===== config.mk =====
export PLATFORM = sky130hd
export DESIGN_NAME = bcd_scan_counter
export DESIGN_NICKNAME = d
export VERILOG_FILES = /design/src/rtl/display_pkg.sv /design/src/rtl/bcd_digit.sv /design/src/rtl/bcd_scan_counter.sv
export SDC_FILE = /design/constraint.sdc
export NUM_CORES = 1
export LEC_CHECK = 0
export CORE_MARGIN = 5
export CORE_UTILIZATION = 28
export CTS_CLUSTER_DIAMETER = 100
export DETAILED_ROUTE_END_ITERATION = 16
export GPL_TIMING_DRIVEN = 0
export SYNTH_ARGS = -nofsm -noshare
export SYNTH_HDL_FRONTEND = slang
export SYNTH_HIERARCHICAL = 1
export SYNTH_SLANG_ARGS = --single-unit
export TNS_END_PERCENT = 20

===== constraint.sdc =====
create_clock -name clk -period 5.85 [get_ports clk]
set_clock_uncertainty 0.1 [all_clocks]
set_input_delay 0.585 -clock clk [delete_from_list [all_inputs] [get_ports clk]]
set_output_delay 0.585 -clock clk [all_outputs]
set_load 0.005 [all_outputs]

===== src/rtl/display_pkg.sv =====
// display_pkg: shared digit count, BCD digit type and decade limit.
package display_pkg;
  localparam int DIGITS = 4;
  localparam logic [3:0] DIG_MAX = 4'd9;
  typedef logic [3:0] bcd_t;
endpackage


===== src/rtl/bcd_digit.sv =====
// bcd_digit: one up/down decade; co_o carries when up at 9 or borrows when down at 0.
module bcd_digit
  import display_pkg::*;
(
  input  bcd_t d_i,
  input  logic en_i,
  input  logic up_i,
  output bcd_t d_o,
  output logic co_o
);
  logic at_lim;
  assign at_lim = up_i ? (d_i == DIG_MAX) : (d_i == 4'd0);
  assign co_o = en_i & at_lim;
  assign d_o = !en_i ? d_i
             : at_lim ? (up_i ? 4'd0 : DIG_MAX)
             : (up_i ? d_i + 4'd1 : d_i - 4'd1);
endmodule


===== src/rtl/bcd_scan_counter.sv =====
// bcd_scan_counter: four-digit BCD up/down counter with multiplexed, zero-blanked display scan.
module bcd_scan_counter
  import display_pkg::*;
#(
  parameter int SCAN_DIV = 50000
) (
  input  logic        clk,
  input  logic        rst,
  input  logic        clr,
  input  logic        inc,
  input  logic        dec,
  output logic [15:0] count,
  output logic [3:0]  bcd,
  output logic [3:0]  dig_sel,
  output logic        ovf,
  output logic        unf
);
  localparam int PW = $clog2(SCAN_DIV);
  bcd_t [DIGITS-1:0] cnt_q, cnt_d;
  logic [DIGITS:0]   cy;
  logic [PW-1:0]     pre_q, pre_d;
  logic [1:0]        idx_q, idx_d;
  logic              ovf_q, unf_q, pre_wrap, blank;
  // clr gates the chain entry, so no carry can reach ovf/unf while clearing
  assign cy[0] = ~clr & (inc ^ dec);
  genvar i;
  for (i = 0; i < DIGITS; i++) begin : g_dig
    bcd_digit u_dig (
      .d_i (cnt_q[i]),
      .en_i(cy[i]),
      .up_i(inc),
      .d_o (cnt_d[i]),
      .co_o(cy[i+1])
    );
  end
  assign pre_wrap = pre_q == PW'(SCAN_DIV - 1);
  assign pre_d = pre_wrap ? '0 : pre_q + PW'(1);
  assign idx_d = pre_wrap ? idx_q + 2'd1 : idx_q;
  always_ff @(posedge clk or posedge rst) begin
    if (rst) begin
      cnt_q <= '0;
      pre_q <= '0;
      idx_q <= '0;
      ovf_q <= 1'b0;
      unf_q <= 1'b0;
    end else begin
      cnt_q <= clr ? '0 : cnt_d;
      pre_q <= pre_d;
      idx_q <= idx_d;
      ovf_q <= cy[DIGITS] & inc;
      unf_q <= cy[DIGITS] & dec;
    end
  end
  // a digit is blank when it and every more significant digit are zero
  assign blank = (idx_q != 2'd0) && ((cnt_q >> {idx_q, 2'b00}) == '0);
  assign count = cnt_q;
  assign bcd = cnt_q[idx_q];
  assign dig_sel = blank ? 4'b0000 : 4'b0001 << idx_q;
  assign ovf = ovf_q;
  assign unf = unf_q;
endmodule


==> impl_metrics.tcl, run 1 <==
set metrics [dict create \
    status "finished clean" \
    dr.pass1.iters 4 \
    cp.arrival_ns 4.11 \
    first_iter_violations 105 \
    drt_wl_total_mm 5.53 \
    hpwl_mm 4.17 \
    fillCellCount 939 \
    die_area_mm2 0.0112 \
    setup_viol 0 \
    drc 0 \
    layout_commonest_cell "dfrtp_1" \
    cts_buffers 5 \
    nets 313 \
    core.rowCount 35 \
    ctsHoldBuffers 0 \
    initial_core_util 0.283 \
    core-area_mm2 0.00911 \
    via_count 2011 \
    tightestPinTransition_ns 1.11 \
    critPathMaxFanout 30 \
    holdPathStages 1 \
    use_met3 0.0182 \
    worstReg2RegEnd "count[15]$_DFF_PP0_" \
    cts.sinks 36 \
    end_kind "register" \
    gr-usage-all-layers 0.105 \
    p_int_mw 0.387 \
    rsz0062_at_grt "no" \
    met1_usage 0.140 \
    grt_util_met2 0.173 \
    leakage_nw 1.28 \
    insertion_delay_ns 0.28 \
    clock_path_buffers 2 \
    grt_busiest_layer "met2" \
    synthesis.instances 254 \
    die_h_um 106 \
    switching_share 0.276 \
    p_comb_frac 0.190 \
    rr_startpoint "count[0]$_DFF_PP0_" \
    cts_tree "yes" \
    relSlewSlack 0.260 \
    ant_nets 0 \
    hold_violations 0 \
    worst_setup_path_start_kind "input pin" \
    power_density_mw_per_mm2 173 \
    cts_resized 0 \
    final_util 0.340 \
    cts_setup_buffers 0 \
    criticalPathCategory "input pin to register" \
    syn_area_per_cell_um2 10.2 \
    period_needed_ns 4.06 \
    rr_worst_depth 14 \
    critPathRequiredTime_ns 5.91 \
    port_buffers 30 \
    crit_start "inc" \
    most-common-layout-cells "dfrtp_1, clkdlybuf4s50_1, nor2_1" \
    htreeDepth 2 \
    fmax_ghz 0.247 \
    detail_route.vias_per_cell 5.00 \
    synthDistinctLibCells 43 \
    reg2reg_setup_slack_ns 2.89 \
    layout_setup_ws_ns 1.79 \
    ir_worst_vdd_uv 59.1 \
    pwr-share-seq 0.501 \
    ys_seq_area_frac 0.349 \
    grt_pass1_wl_mm 9.71 \
    grt_max_degree 37 \
    drv_cap 0 \
    holdPathEnd "pre_q[0]$_DFF_PP0_" \
    power.total_mw 0.535 \
    wire_per_inst_um 13.8 \
    pin_count 31 \
    power_switching_mw 0.148 \
    grt_pass1_vias 2019 \
    multi_input_area_mm2 0.00156 \
    hold_start "pre_q[0]$_DFF_PP0_" \
    cts_root_buf "clkbuf_8" \
    cts.reportedPaths.clkPinSlew_ns 0.07 \
    min_period_over_period 0.693 \
    drive_gt1_frac 0.141 \
    ys_warn_count 6 \
    min_path_type "register to register" \
    areaGrowthSynthToFinish_pct 20.0 \
    grt_overflow_total 0 \
    whs_ns 0.353 \
    die_w_um 106 \
    maxSlewViolCount 0 \
    antenna_cells 0 \
    clock_power_share 0.309 \
    synthesis.nets 276 \
    synth_area_mm2 0.00258 \
    preCtsSetupSlack_ns 1.48 \
    ys_ff_latch 36 \
    fin_tns_setup_ns 0 \
    antenna_found_initial 0 \
    final-seq-area_um2 901 \
    gp_congestion 0.820 \
]
==> synthesized netlist by cell type <==
cell type	n	share of area
clkbuf_1	2	0.0029
nor4bb_1	2	0.0078
or3_1	5	0.012
o211ai_1	1	0.0029
a31oi_1	5	0.012
o31ai_2	4	0.019
nor4_1	3	0.0073
and4_1	3	0.010
a21oi_1	5	0.0097
a21oi_2	8	0.027
or2_1	1	0.0024
nor2b_1	20	0.049
o21ai_0	4	0.0078
and2_4	4	0.014
a221oi_2	4	0.023
inv_1	13	0.019
xor2_1	8	0.027
or4_1	1	0.0029
nand4_1	4	0.0097
and3b_1	1	0.0034
and2_1	8	0.019
a2111oi_4	1	0.011
nor2_1	22	0.032
nor4b_1	1	0.0034
dfrtp_1	36	0.35
mux4_2	4	0.035
and3_1	1	0.0024
nand3_1	15	0.029
nand2b_1	1	0.0024
a2bb2oi_1	1	0.0034
nor3_1	1	0.0019
fa_1	4	0.031
buf_2	1	0.0019
mux2i_1	5	0.019
xnor2_1	14	0.048
a211o_1	4	0.014
o41ai_1	1	0.0034
a211oi_1	4	0.012
or3b_2	1	0.0034
nand2_1	11	0.016
buf_6	5	0.022
mux2_2	2	0.0087
ha_1	13	0.063
==> worst max path at each step <==
| stage | end | slack (ns) |
|---|---|---|
| after global routing | count[15]$_DFF_PP0_ | 1.46 |
| final | count[15]$_DFF_PP0_ | 1.79 |
| after CTS | count[15]$_DFF_PP0_ | 1.77 |
| after floorplan | count[15]$_DFF_PP0_ | 3.04 |
| after detailed placement | count[15]$_DFF_PP0_ | 1.48 |
| after global placement | count[15]$_DFF_PP0_ | 1.50 |
==> cell type report <==
class	instances	area share
sequential	36	0.291
inverter	13	0.0158
buffer	8	0.0222
timing repair buffer	30	0.0970
clock buffer	6	0.0234
tap	111	0.0449
clock inverter	1	0.00162
multi-input combinational	197	0.504
==> per-stage QoR <==
step | std cells | area [µm²]
after floorplan | 254 | 2580
after global placement | 395 | 3020
after detailed placement | 395 | 3020
after CTS | 402 | 3100
after global routing | 402 | 3100
final | 402 | 3100
==> cell families after synthesis <==
logic type                 Yosys count  share of synthesized area
and+or+nand+nor                    105                      0.228
AOI/OAI and AO/OA                   42                      0.145
muxes                               11                     0.0631
adders and majority gates           17                     0.0941
DFF                                 36                      0.349
xor gates and xnor gates            22                     0.0747
buffers and inverters               21                     0.0456
==> critical path, stage by stage <==
cell and delay [ns]:
clkdlybuf4s50_1 1.20, xnor2_1 0.18, nor2_1 0.15, buf_6 0.15
nand2_1 0.06, a21oi_2 0.19, buf_6 0.16, nand2_1 0.06
a21oi_2 0.18, buf_6 0.15, nand2_1 0.06, a21oi_2 0.18
buf_6 0.15, and2_1 0.16, nand3_1 0.10, o31ai_2 0.13
a221oi_2 0.11, nor2b_1 0.15
==> power by group through the flow <==
stage | Clock (mW) | Sequential, mW | Combinational, mW
after global placement | 0 | 0.273 | 0.101
after CTS | 0.175 | 0.268 | 0.103
after global routing | 0.183 | 0.270 | 0.114
after detailed placement | 0 | 0.273 | 0.103
after floorplan | 0 | 0.269 | 0.0674
final | 0.165 | 0.268 | 0.102
==> registers in the layout, summed over array words and instances (netlist names) <==
signal  flops
pre_q      16
count      16
ovf         1
idx_q       2
unf         1
==> per-layer routing <==
layer | routed length [µm] | vias to the layer above
li1 | - | 981
met1 | 2700 | 990
met2 | 2570 | 35
met3 | 195 | 5
met4 | 61 | 0
met5 | 0 | -
Note: power is estimated with default switching activity, not from simulation.
==> run 2: changes to the inputs <==
==> constraint.sdc (replaced) <==
create_clock -name clk -period 3.45 [get_ports clk]
set_clock_uncertainty 0.1 [all_clocks]
set_input_delay 0.345 -clock clk [delete_from_list [all_inputs] [get_ports clk]]
set_output_delay 0.345 -clock clk [all_outputs]
set_load 0.005 [all_outputs]
==> impl_metrics.tcl, run 2 (synthesis gave the netlist of run 1 again) <==
set metrics [dict create \
    final_cells 402 \
    wl_met1_mm 2.69 \
    ir_worst_vdd_uv 100 \
    antenna_cells 0 \
    layout_setup_ws_ns 0.323 \
    grt_overflow_total 0 \
    holdPathEnd "pre_q[0]$_DFF_PP0_" \
    die_w_um 106 \
    min_path_type "register to register" \
    drv_cap 0 \
    period_needed_ns 3.13 \
    power_density_mw_per_mm2 293 \
    rsz0062_at_grt "no" \
    whs_ns 0.353 \
    core-area_mm2 0.00911 \
    detail_route.vias_per_cell 5.02 \
    core.rowCount 35 \
    end_kind "register" \
    reg2reg_setup_slack_ns 0.52 \
    pin_count 31 \
    port_buffers 30 \
    route.met2.wl_mm 2.58 \
    cts_tree "yes" \
    cpMaxStageDelayCell "clkdlybuf4s15_2" \
    grt_max_degree 37 \
    nets 313 \
    cts_root_buf "clkbuf_8" \
    min_period_over_period 0.906 \
    first_iter_violations 105 \
    highest_layer "met4" \
    areaGrowthSynthToFinish_pct 20.2 \
    cp.arrival_ns 3.18 \
    layout_commonest_cell "dfrtp_1" \
    via_count 2019 \
    critPathRequiredTime_ns 3.51 \
    ant_nets 0 \
    holdPathStages 1 \
    crit_chain "clkdlybuf4s15_2 > xnor2_1 > nor2_1 > buf_6 > nand2_1 > a21oi_2 > buf_6 > nand2_1 > a21oi_2 > buf_6 > nand2_1 > a21oi_2 > buf_6 > and2_1 > nand3_1 > o31ai_2 > a221oi_2 > nor2b_1" \
    wl_met3_um 192 \
    rr_startpoint "count[0]$_DFF_PP0_" \
    hpwl_mm 4.17 \
    clock_path_buffers 2 \
    most-common-layout-cells "dfrtp_1, clkdlybuf4s50_1, nor2_1" \
    criticalPathCategory "input pin to register" \
    cts.reportedPaths.clkPinSlew_ns 0.07 \
    cts_buffers 5 \
    antenna_found_initial 0 \
    wire_per_inst_um 13.7 \
    drc 0 \
    grt_pass1_wl_mm 9.71 \
    setup_viol 0 \
    relSlewSlack 0.503 \
    grt_pass1_vias 2019 \
    design_area_mm2 0.00310 \
    insertion_delay_ns 0.28 \
    placed_area_mm2 0.00302 \
    gp_congestion 0.820 \
    status "finished clean" \
    die_h_um 106 \
    cts.sinks 36 \
    preCtsSetupSlack_ns -0.679 \
    gr-usage-all-layers 0.105 \
    die_area_mm2 0.0112 \
    hold_start "pre_q[0]$_DFF_PP0_" \
    rr_worst_depth 14 \
    dpl.cell_count 395 \
    leakage_nw 1.29 \
    worst_setup_path_start_kind "input pin" \
    worstReg2RegEnd "count[15]$_DFF_PP0_" \
    dr.pass1.iters 4 \
    tightestPinTransition_ns 0.744 \
    drt_wl_total_mm 5.52 \
    critPathMaxFanout 30 \
    initial_core_util 0.283 \
    hold_violations 0 \
    fmax_ghz 0.320 \
    slowest_delay_ns 0.58 \
    final_util 0.340 \
    htreeDepth 2 \
    cp_common_cell "buf_6" \
    maxSlewViolCount 0 \
    drive_gt1_frac 0.148 \
]
## run 2: cell type report
| cell class | instances | area, µm² |
|---|---|---|
| fillers | 937 | 6010 |
| inverters | 13 | 48.8 |
| flip-flops and latches | 36 | 901 |
| clock inverters | 1 | 5.00 |
| well taps | 111 | 139 |
| plain buffers | 8 | 70.1 |
| multi-input cells | 197 | 1560 |
| repair buffers | 30 | 304 |
| clock buffers | 6 | 72.6 |
## run 2: metrics by stage
| stage | total power, mW | TNS, ns |
|---|---|---|
| after global placement | 0.634 | -2.95 |
| after global routing | 0.961 | 0 |
| after floorplan | 0.571 | 0 |
| after CTS | 0.926 | 0 |
| after detailed placement | 0.638 | -3.01 |
| final | 0.907 | 0 |
## run 2: worst max-delay path by stage
stage | start | end | cells after the start
6_report | inc | count[15]$_DFF_PP0_ | 18
5_1_grt | inc | count[15]$_DFF_PP0_ | 18
2_1_floorplan | count[0]$_DFF_PP0_ | count[15]$_DFF_PP0_ | 14
3_3_place_gp | inc | count[15]$_DFF_PP0_ | 18
3_5_place_dp | inc | count[15]$_DFF_PP0_ | 18
4_1_cts | clr | count[15]$_DFF_PP0_ | 18
## run 2: worst max-delay path, delay by kind of cell
| kind | cells | cell delay (ns) |
|---|---|---|
| buffers and inverters | 5 | 1.18 |
| AND/OR/NAND/NOR | 7 | 0.72 |
| AO/OA/AOI/OAI | 5 | 0.76 |
| XOR/XNOR | 1 | 0.16 |
## run 2: metal layers
metal	vias to the layer above	track usage
met1	992	0.140
li1	981	-
met3	5	0.0182
met2	41	0.173
met4	0	0.0315
met5	-	0
## run 2: report_power, final
group	switching (mW)	internal, mW
Sequential	0.0235	0.431
Clock	0.143	0.137
Combinational	0.0838	0.0883
Total	0.250	0.657
## run 2: repair_timing
item                                    in CTS  in global routing
endpoints found under the setup margin       5                  1
setup buffers                                0                  0
hold buffers                                 0                  0
gates resized for setup                      3                  3
cloned                                       0                  0
